$ cat config.mk
export PLATFORM = sky130hd
export DESIGN_NAME = uart_rx_deserializer
export DESIGN_NICKNAME = d
export VERILOG_FILES = /design/src/rtl/uart_rx_deserializer.sv
export SDC_FILE = /design/constraint.sdc
export NUM_CORES = 1
export LEC_CHECK = 0
export BUFFER_PORTS_ARGS = -buffer_cell sky130_fd_sc_hd__buf_2
export CAP_MARGIN = 40
export CORE_MARGIN = 5
export CORE_UTILIZATION = 30
export DETAILED_ROUTE_END_ITERATION = 12
export GPL_TIMING_DRIVEN = 0
export SLEW_MARGIN = 25
export SYNTH_ARGS = -nofsm -noshare
export SYNTH_HDL_FRONTEND = slang
export SYNTH_SLANG_ARGS = --single-unit
export TNS_END_PERCENT = 5
$ cat constraint.sdc
create_clock -name clk -period 2.2 [get_ports clk]
set_clock_uncertainty 0.05 [all_clocks]
set_input_delay 0.22 -clock clk [delete_from_list [all_inputs] [get_ports clk]]
set_output_delay 0.22 -clock clk [all_outputs]
set_load 0.005 [all_outputs]
$ cat src/rtl/uart_rx_deserializer.sv
// UART receive deserializer: 16x oversampled start detect, LSB-first shift,
// parity/stop checks and a valid/ready output holding one committed frame.
// Ports: clk, n_rst (async low); i_rx serial in; o_data/o_valid/i_ready
// output handshake; o_frame_err, o_parity_err flags; o_overrun pulse.
module uart_rx_deserializer #(
  parameter int CLK_FREQ  = 50000000,
  parameter int BAUD_RATE = 115200,
  parameter int DATA_BITS = 8,
  parameter int STOP_BITS = 1,
  parameter int PARITY    = 0
) (
  input  logic                 clk,
  input  logic                 n_rst,
  input  logic                 i_rx,
  output logic [DATA_BITS-1:0] o_data,
  output logic                 o_valid,
  input  logic                 i_ready,
  output logic                 o_frame_err,
  output logic                 o_parity_err,
  output logic                 o_overrun
);

  localparam int TICK_DIV = CLK_FREQ / (BAUD_RATE * 16);
  localparam int PW = (TICK_DIV > 1) ? $clog2(TICK_DIV) : 1;

  typedef enum logic [2:0] {
    S_IDLE,
    S_START,
    S_DATA,
    S_PAR,
    S_STOP
  } state_t;

  state_t               state;
  logic                 s1;
  logic                 s2;
  logic                 hist;
  logic [1:0]           fill;
  logic                 fall;
  logic [PW-1:0]        pcnt;
  logic                 tick;
  logic [3:0]           tcnt;
  logic [3:0]           bcnt;
  logic                 scnt;
  logic [DATA_BITS-1:0] shreg;
  logic                 perr;
  logic                 ferr;
  logic                 mid;

  // History only trusts s2 once the synchroniser holds real line
  // samples, so a line low across reset release is never an edge.
  always_ff @(posedge clk or negedge n_rst) begin
    if (!n_rst) begin
      s1   <= 1'b1;
      s2   <= 1'b1;
      fill <= 2'b00;
      hist <= 1'b0;
    end else begin
      s1   <= i_rx;
      s2   <= s1;
      fill <= {fill[0], 1'b1};
      hist <= fill[1] & s2;
    end
  end

  assign fall = hist & ~s2;
  assign tick = (state != S_IDLE) &&
                (pcnt == PW'(TICK_DIV - 1));
  assign mid  = tick && (tcnt == 4'd15);

  always_ff @(posedge clk or negedge n_rst) begin
    if (!n_rst) begin
      state        <= S_IDLE;
      pcnt         <= '0;
      tcnt         <= '0;
      bcnt         <= '0;
      scnt         <= 1'b0;
      shreg        <= '0;
      perr         <= 1'b0;
      ferr         <= 1'b0;
      o_data       <= '0;
      o_valid      <= 1'b0;
      o_frame_err  <= 1'b0;
      o_parity_err <= 1'b0;
      o_overrun    <= 1'b0;
    end else begin
      o_overrun <= 1'b0;
      if (o_valid && i_ready)
        o_valid <= 1'b0;

      if (state == S_IDLE || tick)
        pcnt <= '0;
      else
        pcnt <= pcnt + PW'(1);

      if (tick)
        tcnt <= tcnt + 4'd1;

      unique case (state)
        S_IDLE: begin
          tcnt <= '0;
          bcnt <= '0;
          scnt <= 1'b0;
          perr <= 1'b0;
          ferr <= 1'b0;
          if (fall)
            state <= S_START;
        end
        S_START: begin
          if (tick && tcnt == 4'd7) begin
            tcnt  <= '0;
            state <= s2 ? S_IDLE : S_DATA;
          end
        end
        S_DATA: begin
          if (mid) begin
            shreg <= {s2, shreg[DATA_BITS-1:1]};
            if (bcnt == 4'(DATA_BITS - 1)) begin
              bcnt  <= '0;
              state <= (PARITY != 0) ? S_PAR : S_STOP;
            end else begin
              bcnt <= bcnt + 4'd1;
            end
          end
        end
        S_PAR: begin
          if (mid) begin
            // Odd wants XOR(data,p)=1, even wants 0.
            perr  <= (^shreg) ^ s2 ^ (PARITY == 1);
            state <= S_STOP;
          end
        end
        S_STOP: begin
          if (mid) begin
            if (scnt == 1'(STOP_BITS - 1)) begin
              o_data       <= shreg;
              o_frame_err  <= ferr | ~s2;
              o_parity_err <= perr;
              o_valid      <= 1'b1;
              o_overrun    <= o_valid & ~i_ready;
              state        <= S_IDLE;
            end else begin
              scnt <= 1'b1;
              ferr <= ferr | ~s2;
            end
          end
        end
        default: state <= S_IDLE;
      endcase
    end
  end

endmodule
==> flow_summary_export.csv, run 1 <==
group,metric,value,unit
power_and_ir_drop,share_comb_of_total_power,0.109,
logic_synthesis,ys_seq_area_frac,0.5519,
critical_path,reg2reg_depth,7,
power_and_ir_drop,p_switching,457.4,uW
critical_path,crit_path_max_fanout,10,
cells_and_area,areaGrowthSynthToFinish,16.33,%
min_path,min_path_cells,3,
sta,slew_viol_final,0,
logic_synthesis,synth_cell_type_count,41,
critical_path,end_kind,"flip-flop",
logic_synthesis,yosysTopAreaCellShare,0.5257,
min_path,hold_class,"in -> reg",
power_and_ir_drop,switching_share,0.2569,
drt,vias,1249,
drt,drt_pre_antenna_iters,4,
grt,grt_pass1_wl,6030,um
power_and_ir_drop,internal-power,1323,uW
die,num_rows,29,
cells_and_area,drive_gt1_frac,0.3037,
critical_path,max_stage_delay,0.41,ns
drt,wl_per_cell,12.40,um
grt,antenna_found_initial,0,
grt,top_usage_layer,"met2",
clock_tree,cts_root_buffer,"clkbuf_8",
power_and_ir_drop,p_clk_frac,0.356,
grt,overflow,0,
sta,final_hold_viol_count,0,
sta,tightest_slew,0.4993,ns
clock_tree,cts_sinks,44,
logic_synthesis,synth.most_common_cell,"dfrtp_1",
critical_path,cpMaxStageDelayCell,"dfrtp_1",
place,place_congestion,0.7595,
critical_path,reg2reg_slack,0.13,ns
cells_and_area,nNetsFinal,198,
place,placed_area,2191,um2
cells_and_area,fin_area,2326,um2
grt,use_met3,0.02619,
sta,rsz0062_at_grt,"false",
clock_tree,numCtsBuffers,5,
drt,drc,0,
power_and_ir_drop,power.density,765.5,nW/um2
power_and_ir_drop,p_leak,0.001170,uW
run_status,status,"completed",
grt,use_met2,0.1309,
critical_path,worstSetupPathType,"reg -> reg",
grt,track_usage,0.08935,
drt,routed_via_density,4.660,
power_and_ir_drop,ir_worst_vdd,633.2,uV
die,ioPinCount,16,
critical_path,crit_buf_inv,2,
power_and_ir_drop,total_power,1781,uW
clock_tree,htreeDepth,2,
critical_path,r2r_start,"pcnt[0]",
critical_path,crit_arrival,2.22,ns
logic_synthesis,ys.flop_type,"dfrtp_1",
drt,finalWirelength,3324,um
sta,fin_setup_tns,0,ns
min_path,worstHoldEndpoint,"o_valid",
grt,grtUsageMet1,0.1214,
cells_and_area,num_antenna_cells,0,
die,die_w,91.64,um
sta,max_slew_margin,0.6646,
clock_tree,insertion_delay,0.30,ns
place,hpwl,2478,um
power_and_ir_drop,seqPwrFrac,0.534,
drt,first_iter_violations,33,
logic_synthesis,synth-edff-count,0,
sta,hold_ws,0.1538,ns
clock_tree,cts_tree,"built",
sta,fmaxAchievable,482.2,MHz
logic_synthesis,synth_area_leaders,"dfrtp_1, mux2_2, xnor2_1",
clock_tree,clkTransAtPathRegs,0.09,ns
critical_path,path_cells,"inv_1, ha_1, and4b_2, nand2_4, nor4_4, buf_6, mux2_2",
logic_synthesis,synthCells,165,
critical_path,required,2.34,ns
critical_path,cpLargestDelayFamily,"simple AND/OR/NAND/NOR gates",
cells_and_area,n_fill_cell,619,
run,cap_violations,0,
place,io_buffers,15,
die,start_util,0.3113,
logic_synthesis,async_flop_share,1.000,
die,die-area,8397,um2
drt,ant_nets,0,
clock_tree,cts_resized,0,
die,die_h,91.64,um
grt,grt_max_degree,32,
grt,grt_pass1_vias,1276,
logic_synthesis,yosysWarnings,0,
logic_synthesis,synth_seq_cells,44,
sta,setup_viol,0,
logic_synthesis,syn-mean-instance-area,12.12,um2
critical_path,reg2reg_to,"o_data[6]",
sta,fin_crit_sh,0.9426,
logic_synthesis,ys_top_cells_by_count,"dfrtp_1, mux2_2, nor2_1",
min_path,min-delay-start,"i_ready",
die,core-area,6422,um2
critical_path,critPathLaunchType,"flip-flop",
logic_synthesis,yosys.area.top_type,"dfrtp_1",
sta,post-route-min-period,2.074,ns
logic_synthesis,syn_area,1999,um2
logic_synthesis,synth.net_count,173,
clock_tree,cts.path.max_buffers,2,
## logic make-up (layout without fill, tap and decap cells)
logic type	Yosys count	in the layout	synth area share
AOI/OAI and AO/OA	20	20	0.07010
xor gates and xnor gates	13	13	0.06383
adders and majority gates	4	4	0.02503
buffers and inverters	12	38	0.02754
DFF	44	44	0.5519
muxes	22	22	0.1227
other	1	1	0.001876
and+or+nand+nor	49	49	0.1370
## power by group through the flow
stage | registers [uW] | clock network, uW | logic [uW]
final | 951 | 634 | 195
after global routing | 964 | 691 | 231
after CTS | 953 | 661 | 200
after detailed placement | 969 | 0 | 197
after global placement | 966 | 0 | 187
after floorplan | 953 | 0 | 151
## layer usage
layer  wire length, um  vias up
met5                 0        -
met4                48        0
met3               107        5
met2              1508       17
met1              1660      604
li1                  -      623
## tightest hold or removal path, delay by kind of cell
kind                   cells  cell delay [ns]
buffers and inverters      2             0.14
AOI/OAI and AO/OA          1             0.11
## flip-flops by register name (all words and copies together), names as in the netlist
| name | flops |
|---|---|
| bcnt | 4 |
| ferr | 1 |
| fill | 2 |
| hist | 1 |
| o_data | 8 |
| o_frame_err | 1 |
| o_overrun | 1 |
| o_parity_err | 1 |
| o_valid | 1 |
| pcnt | 5 |
| perr | 1 |
| s1 | 1 |
| s2 | 1 |
| scnt | 1 |
| shreg | 8 |
| state | 3 |
| tcnt | 4 |
## final cells by class
cell class,count,area [um2],area share
clock inverter,3,46.29,0.01990
clock buffer,5,68.82,0.02959
inverter,7,26.28,0.01130
buffer,5,28.78,0.01237
sequential,44,1104,0.4744
timing repair buffer,18,115.1,0.04949
tap,77,96.34,0.04142
multi-input combinational,109,840.8,0.3615
## how the worst max path moves through the flow
stage	from	end	depth (start not counted)
after floorplan	pcnt[0]	o_data[2]	7
after global placement	pcnt[0]	o_data[7]	7
after detailed placement	pcnt[0]	o_data[6]	7
after CTS	pcnt[0]	o_data[6]	7
after global routing	pcnt[0]	o_data[6]	7
final	pcnt[0]	o_data[6]	7
## cells in the final DEF, fill, tap and decap left out, types with 3 or more instances in the layout
master / n
nand3_1: 8
dfrtp_1: 42
nor3_1: 5
buf_2: 17
inv_1: 7
xor2_1: 4
mux2_2: 20
ha_1: 4
and3_2: 3
nand2_1: 6
clkbuf_8: 5
o21ai_0: 6
nor2_1: 14
xnor2_1: 8
## what timing repair did
action,in CTS,in global routing
setup buffers,0,0
endpoints found under the hold margin,14,0
hold buffers,2,0
## through the flow
stage,std cells,utilization,setup slack [ns]
after floorplan,165,-,0.3162
after global placement,257,0.3380,0.1348
after detailed placement,258,0.3411,0.1093
after CTS,268,0.3622,0.1011
after global routing,268,0.3622,0.02047
final,268,0.3622,0.1264
Power figures use the tool's default switching activity.
==> inputs of run 2 (changes only) <==
CELL_PAD_IN_SITES_DETAIL_PLACEMENT = 1   (was unset)
CELL_PAD_IN_SITES_GLOBAL_PLACEMENT = 1   (was unset)
PLACE_DENSITY_LB_ADDON = 0.1   (was unset)
==> flow_summary_export.csv, run 2 (same netlist as run 1, synthesis figures left out) <==
group,metric,value,unit
run_status,status,"completed",
die,core-area,6422,um2
power_and_ir_drop,ir_worst_vdd,405.9,uV
cells_and_area,multi_input_comb_area,840.8,um2
sta,post-route-min-period,2.017,ns
cells_and_area,nNetsFinal,198,
critical_path,end_kind,"flip-flop",
critical_path,cpMaxStageDelayCell,"dfrtp_1",
place,hpwl,3060,um
sta,final_hold_viol_count,0,
min_path,hold_class,"in -> reg",
critical_path,max_stage_delay,0.42,ns
sta,slew_viol_final,0,
clock_tree,cts_tree,"built",
clock_tree,cts.path.max_buffers,2,
drt,first_iter_violations,21,
clock_tree,htreeDepth,2,
cells_and_area,fin_area,2303,um2
run,cap_violations,0,
clock_tree,cts_sinks,44,
grt,grt_pass1_wl,6962,um
critical_path,crit_arrival,2.16,ns
critical_path,worstSetupPathType,"reg -> reg",
die,die_w,91.64,um
sta,max_slew_margin,0.6447,
clock_tree,cts_root_buffer,"clkbuf_8",
critical_path,path_cells,"inv_1, ha_1, and4b_2, nand2_4, nor4_4, buf_6, mux2_2",
cells_and_area,drive_gt1_frac,0.3037,
cells_and_area,num_antenna_cells,0,
grt,grt_max_degree,27,
grt,antenna_found_initial,0,
place,placed_area,2191,um2
cells_and_area,final_common_cell,"dfrtp_1",
grt,overflow,0,
die,start_util,0.3113,
sta,rsz0062_at_grt,"false",
clock_tree,insertion_delay,0.30,ns
critical_path,crit_path_max_fanout,10,
clock_tree,post_cts_buffers,0,
sta,fmaxAchievable,495.9,MHz
drt,wl_per_cell,15.19,um
sta,hold_ws,0.1594,ns
critical_path,critPathLaunchType,"flip-flop",
cells_and_area,biggestRegsByFlops,"o_data: 8 flops, shreg: 8 flops, pcnt: 5 flops",
sta,tightest_slew,0.5274,ns
drt,routed_via_density,4.847,
grt,grt_pass1_vias,1421,
cells_and_area,register_area,1104,um2
power_and_ir_drop,p_leak,0.001156,uW
clock_tree,numCtsBuffers,5,
cells_and_area,n_fill_cell,724,
critical_path,required,2.34,ns
place,place_congestion,0.7036,
die,die-area,8397,um2
drt,finalWirelength,4072,um
cells_and_area,areaGrowthSynthToFinish,15.21,%
grt,track_usage,0.1047,
clock_tree,clkTransAtPathRegs,0.09,ns
die,die_h,91.64,um
sta,fin_crit_sh,0.9166,
sta,setup_viol,0,
drt,drt_pre_antenna_iters,2,
die,num_rows,29,
cells_and_area,layout_common_cells,"dfrtp_1, mux2_2, buf_2",
drt,ant_nets,0,
drt,vias,1299,
drt,drc,0,
place,io_buffers,15,
die,ioPinCount,16,
sta,fin_setup_tns,0,ns
clock_tree,cts_resized,0,
power_and_ir_drop,power.density,729.6,nW/um2
run 2: timing repair:
| action | CTS | global route |
|---|---|---|
| hold buffers | 2 | 0 |
| hold endpoints to repair | 17 | 0 |
| setup endpoints to repair | 0 | 1 |
run 2: area by class of cell:
cell class,count,share of cell area
Buffer,5,0.01249
Clock buffer,5,0.02988
Clock inverter,3,0.01032
Inverter,7,0.01141
Multi-Input combinational cell,109,0.3650
Sequential cell,44,0.4791
Tap cell,77,0.04183
Timing Repair Buffer,18,0.04997
run 2: stage by stage:
step,std cells,total power (uW),util,worst slack [ns]
finish,268,1681,0.3587,0.1834
global route,268,1788,0.3587,0.04134
CTS,268,1720,0.3587,0.07239
detailed placement,258,1183,0.3411,0.08500
global placement,257,1155,0.3380,0.1441
floorplan,165,1104,-,0.3162
run 2: critical path, delay by kind of cell (launching register included):
kind / cells / cell delay [ns]
adder cells (fa/ha/maj): 1 / 0.15
buffers and inverters: 2 / 0.28
flip-flops: 1 / 0.42
multiplexers: 1 / 0.35
AND/OR/NAND/NOR: 3 / 0.65
run 2: where the power goes:
part	internal [uW]	switching, uW	total [uW]
clock network	225	294	519
logic	97.7	108	205
registers	884	72.1	956
total	1210	474	1680
run 2: layer usage:
metal,part of all wire,vias to the layer above,global-route usage
met3,0.034,5,0.02946
met2,0.47,16,0.1680
li1,-,620,-
met1,0.48,658,0.1350
met5,0,-,0
met4,0.014,0,0.03769
run 2: path summary, 6_finish.rpt:
| kind | from | end | slack, ns | depth (start not counted) |
|---|---|---|---|---|
| max | pcnt[0] | o_data[6] | 0.18 | 7 |
| max in group asynchronous | n_rst | shreg[0] | 1.24 | 3 |
| max reg2reg | pcnt[0] | o_data[6] | 0.18 | 7 |
| min reg2reg | fill[0] | fill[1] | 0.31 | 0 |
| min | i_ready | o_valid | 0.16 | 3 |
| min in group asynchronous | n_rst | tcnt[0] | 0.36 | 2 |
==> inputs of run 3 (changes only) <==
CORE_UTILIZATION = 47   (was 30)
SETUP_SLACK_MARGIN = 0.5   (was unset)
==> flow_summary_export.csv, run 3 (same netlist as run 1, synthesis figures left out) <==
group,metric,value,unit
run_status,status,"completed",
grt,overflow,0,
sta,post-route-min-period,1.914,ns
drt,wl_met1,1838,um
grt,grt_pass1_vias,1499,
sta,fmaxAchievable,522.6,MHz
power_and_ir_drop,share_comb_of_total_power,0.150,
drt,drt_pre_antenna_iters,4,
clock_tree,cts_tree,"built",
run,cap_violations,0,
drt,wl_per_cell,16.52,um
clock_tree,htreeDepth,2,
clock_tree,cts_sinks,44,
cells_and_area,layout_common_cells,"dfrtp_1, buf_2, mux2_2",
cells_and_area,biggestRegsByFlops,"o_data: 8 flops, shreg: 8 flops, pcnt: 5 flops",
critical_path,cpMaxStageDelayCell,"dfrtp_1",
drt,first_iter_violations,48,
power_and_ir_drop,seqPwrFrac,0.564,
sta,rsz0062_at_grt,"true",
cells_and_area,final_common_cell,"dfrtp_1",
sta,fin_crit_sh,0.8699,
clock_tree,cts_root_buffer,"clkbuf_8",
sta,worst_slack,0.2863,ns
critical_path,max_stage_delay,0.39,ns
critical_path,reg2reg_slack,0.29,ns
drt,dr_wl_met2,2091,um
die,start_util,0.4928,
power_and_ir_drop,p_switching,453.6,uW
grt,track_usage,0.1669,
drt,vias,1355,
cells_and_area,nNetsFinal,207,
critical_path,crit_path_max_fanout,4,
power_and_ir_drop,ir_worst_vdd,434.9,uV
critical_path,crit_buf_inv,2,
cells_and_area,fin_area,2365,um2
place,place_ws,0.1776,ns
critical_path,reg2reg_depth,7,
critical_path,critPathLaunchType,"flip-flop",
critical_path,path_cells,"inv_1, ha_2, and4b_2, nand2_4, nor4_4, buf_4, mux2_4",
sta,fin_setup_tns,0,ns
drt,highest_layer,"met4",
critical_path,r2r_start,"pcnt[0]",
sta,max_slew_margin,0.5819,
place,place_congestion,0.7625,
power_and_ir_drop,p_clk_frac,0.286,
grt,grt_pass1_wl,7065,um
sta,slew_viol_final,0,
die,num_rows,23,
min_path,min-delay-start,"i_ready",
clock_tree,cts.path.max_buffers,2,
place,io_buffers,15,
cells_and_area,n_fill_cell,422,
critical_path,end_kind,"flip-flop",
sta,setup_viol,0,
die,die-area,5659,um2
place,placed_area,2157,um2
drt,wl_met3,137,um
place,hpwl,2901,um
cells_and_area,areaGrowthSynthToFinish,18.27,%
die,core-area,4058,um2
clock_tree,insertion_delay,0.29,ns
cells_and_area,num_antenna_cells,0,
critical_path,cpLargestDelayFamily,"simple AND/OR/NAND/NOR gates",
power_and_ir_drop,power.density,714.2,nW/um2
die,die_w,75.23,um
grt,antenna_found_initial,0,
critical_path,reg2reg_to,"o_data[3]",
min_path,min_path_cells,3,
min_path,worstHoldEndpoint,"o_valid",
grt,grt_max_degree,29,
sta,final_hold_viol_count,0,
power_and_ir_drop,p_leak,0.001206,uW
drt,routed_via_density,5.420,
cells_and_area,drive_gt1_frac,0.3350,
die,ioPinCount,16,
drt,ant_nets,0,
min_path,hold_class,"in -> reg",
critical_path,required,2.33,ns
sta,hold_ws,0.1724,ns
critical_path,crit_arrival,2.04,ns
sta,tightest_slew,0.6193,ns
power_and_ir_drop,internal-power,1235,uW
clock_tree,numCtsBuffers,5,
drt,finalWirelength,4130,um
power_and_ir_drop,switching_share,0.2686,
drt,drc,0,
die,die_h,75.23,um
critical_path,worstSetupPathType,"reg -> reg",
clock_tree,clkTransAtPathRegs,0.08,ns
==> run 3: cell count changes in the layout (fill, tap and decap cells not counted), sizes merged <==
cell / change
buf: +9
clkbuf: +2
clkinvlp: -2
==> run 3: final cells by class <==
cell class | count | area, um2 | area share
sequential | 44 | 1104 | 0.4667
multi-input combinational | 109 | 877.1 | 0.3709
timing repair buffer | 27 | 182.7 | 0.07725
clock buffer | 7 | 76.32 | 0.03228
tap | 50 | 62.56 | 0.02646
buffer | 5 | 31.28 | 0.01323
inverter | 7 | 26.28 | 0.01111
clock inverter | 1 | 5.005 | 0.002116
==> run 3: per-layer routing <==
| metal | vias up | GRT usage |
|---|---|---|
| met1 | 689 | 0.2069 |
| met3 | 7 | 0.03204 |
| met2 | 21 | 0.2882 |
| li1 | 638 | - |
| met5 | - | 0 |
| met4 | 0 | 0.06408 |
==> run 3: power by group through the flow <==
stage | Clock (uW) | Combinational [uW] | Sequential, uW
after floorplan | 0 | 151 | 953
after global placement | 0 | 187 | 961
after detailed placement | 0 | 213 | 974
after CTS | 496 | 246 | 951
after global routing | 530 | 292 | 966
final | 483 | 254 | 952
==> run 3: what timing repair did <==
| item | CTS | global route |
|---|---|---|
| resized for setup | 6 | 8 |
| hold buffers | 2 | 0 |
| cloned | 1 | 0 |
| endpoints found under the setup margin | 27 | 33 |
| endpoints found under the hold margin | 17 | 0 |
| buffers inserted | 6 | 2 |
| pin swaps | 3 | 2 |
==> run 3: how the worst max path moves through the flow <==
stage	cells past startpoint	end	from	slack (ns)
floorplan	7	o_data[2]	pcnt[0]	0.39
global placement	7	o_data[7]	pcnt[0]	0.23
detailed placement	4	state[2]	state[0]	0.18
CTS	7	o_data[5]	pcnt[0]	0.23
global route	7	o_data[3]	pcnt[0]	0.21
finish	7	o_data[3]	pcnt[0]	0.29
==> run 3: tightest hold or removal path, stage by stage <==
cell and delay, ns:
buf_2 0.10, inv_1 0.06, a21o_2 0.11
==> run 3: per-stage QoR <==
| stage | instances | total power, uW | util |
|---|---|---|---|
| 3_3_place_gp | 230 | 1148 | 0.5267 |
| 5_1_grt | 250 | 1788 | 0.5828 |
| 6_report | 250 | 1689 | 0.5828 |
| 2_1_floorplan | 165 | 1104 | - |
| 3_5_place_dp | 231 | 1187 | 0.5316 |
| 4_1_cts | 248 | 1694 | 0.5742 |
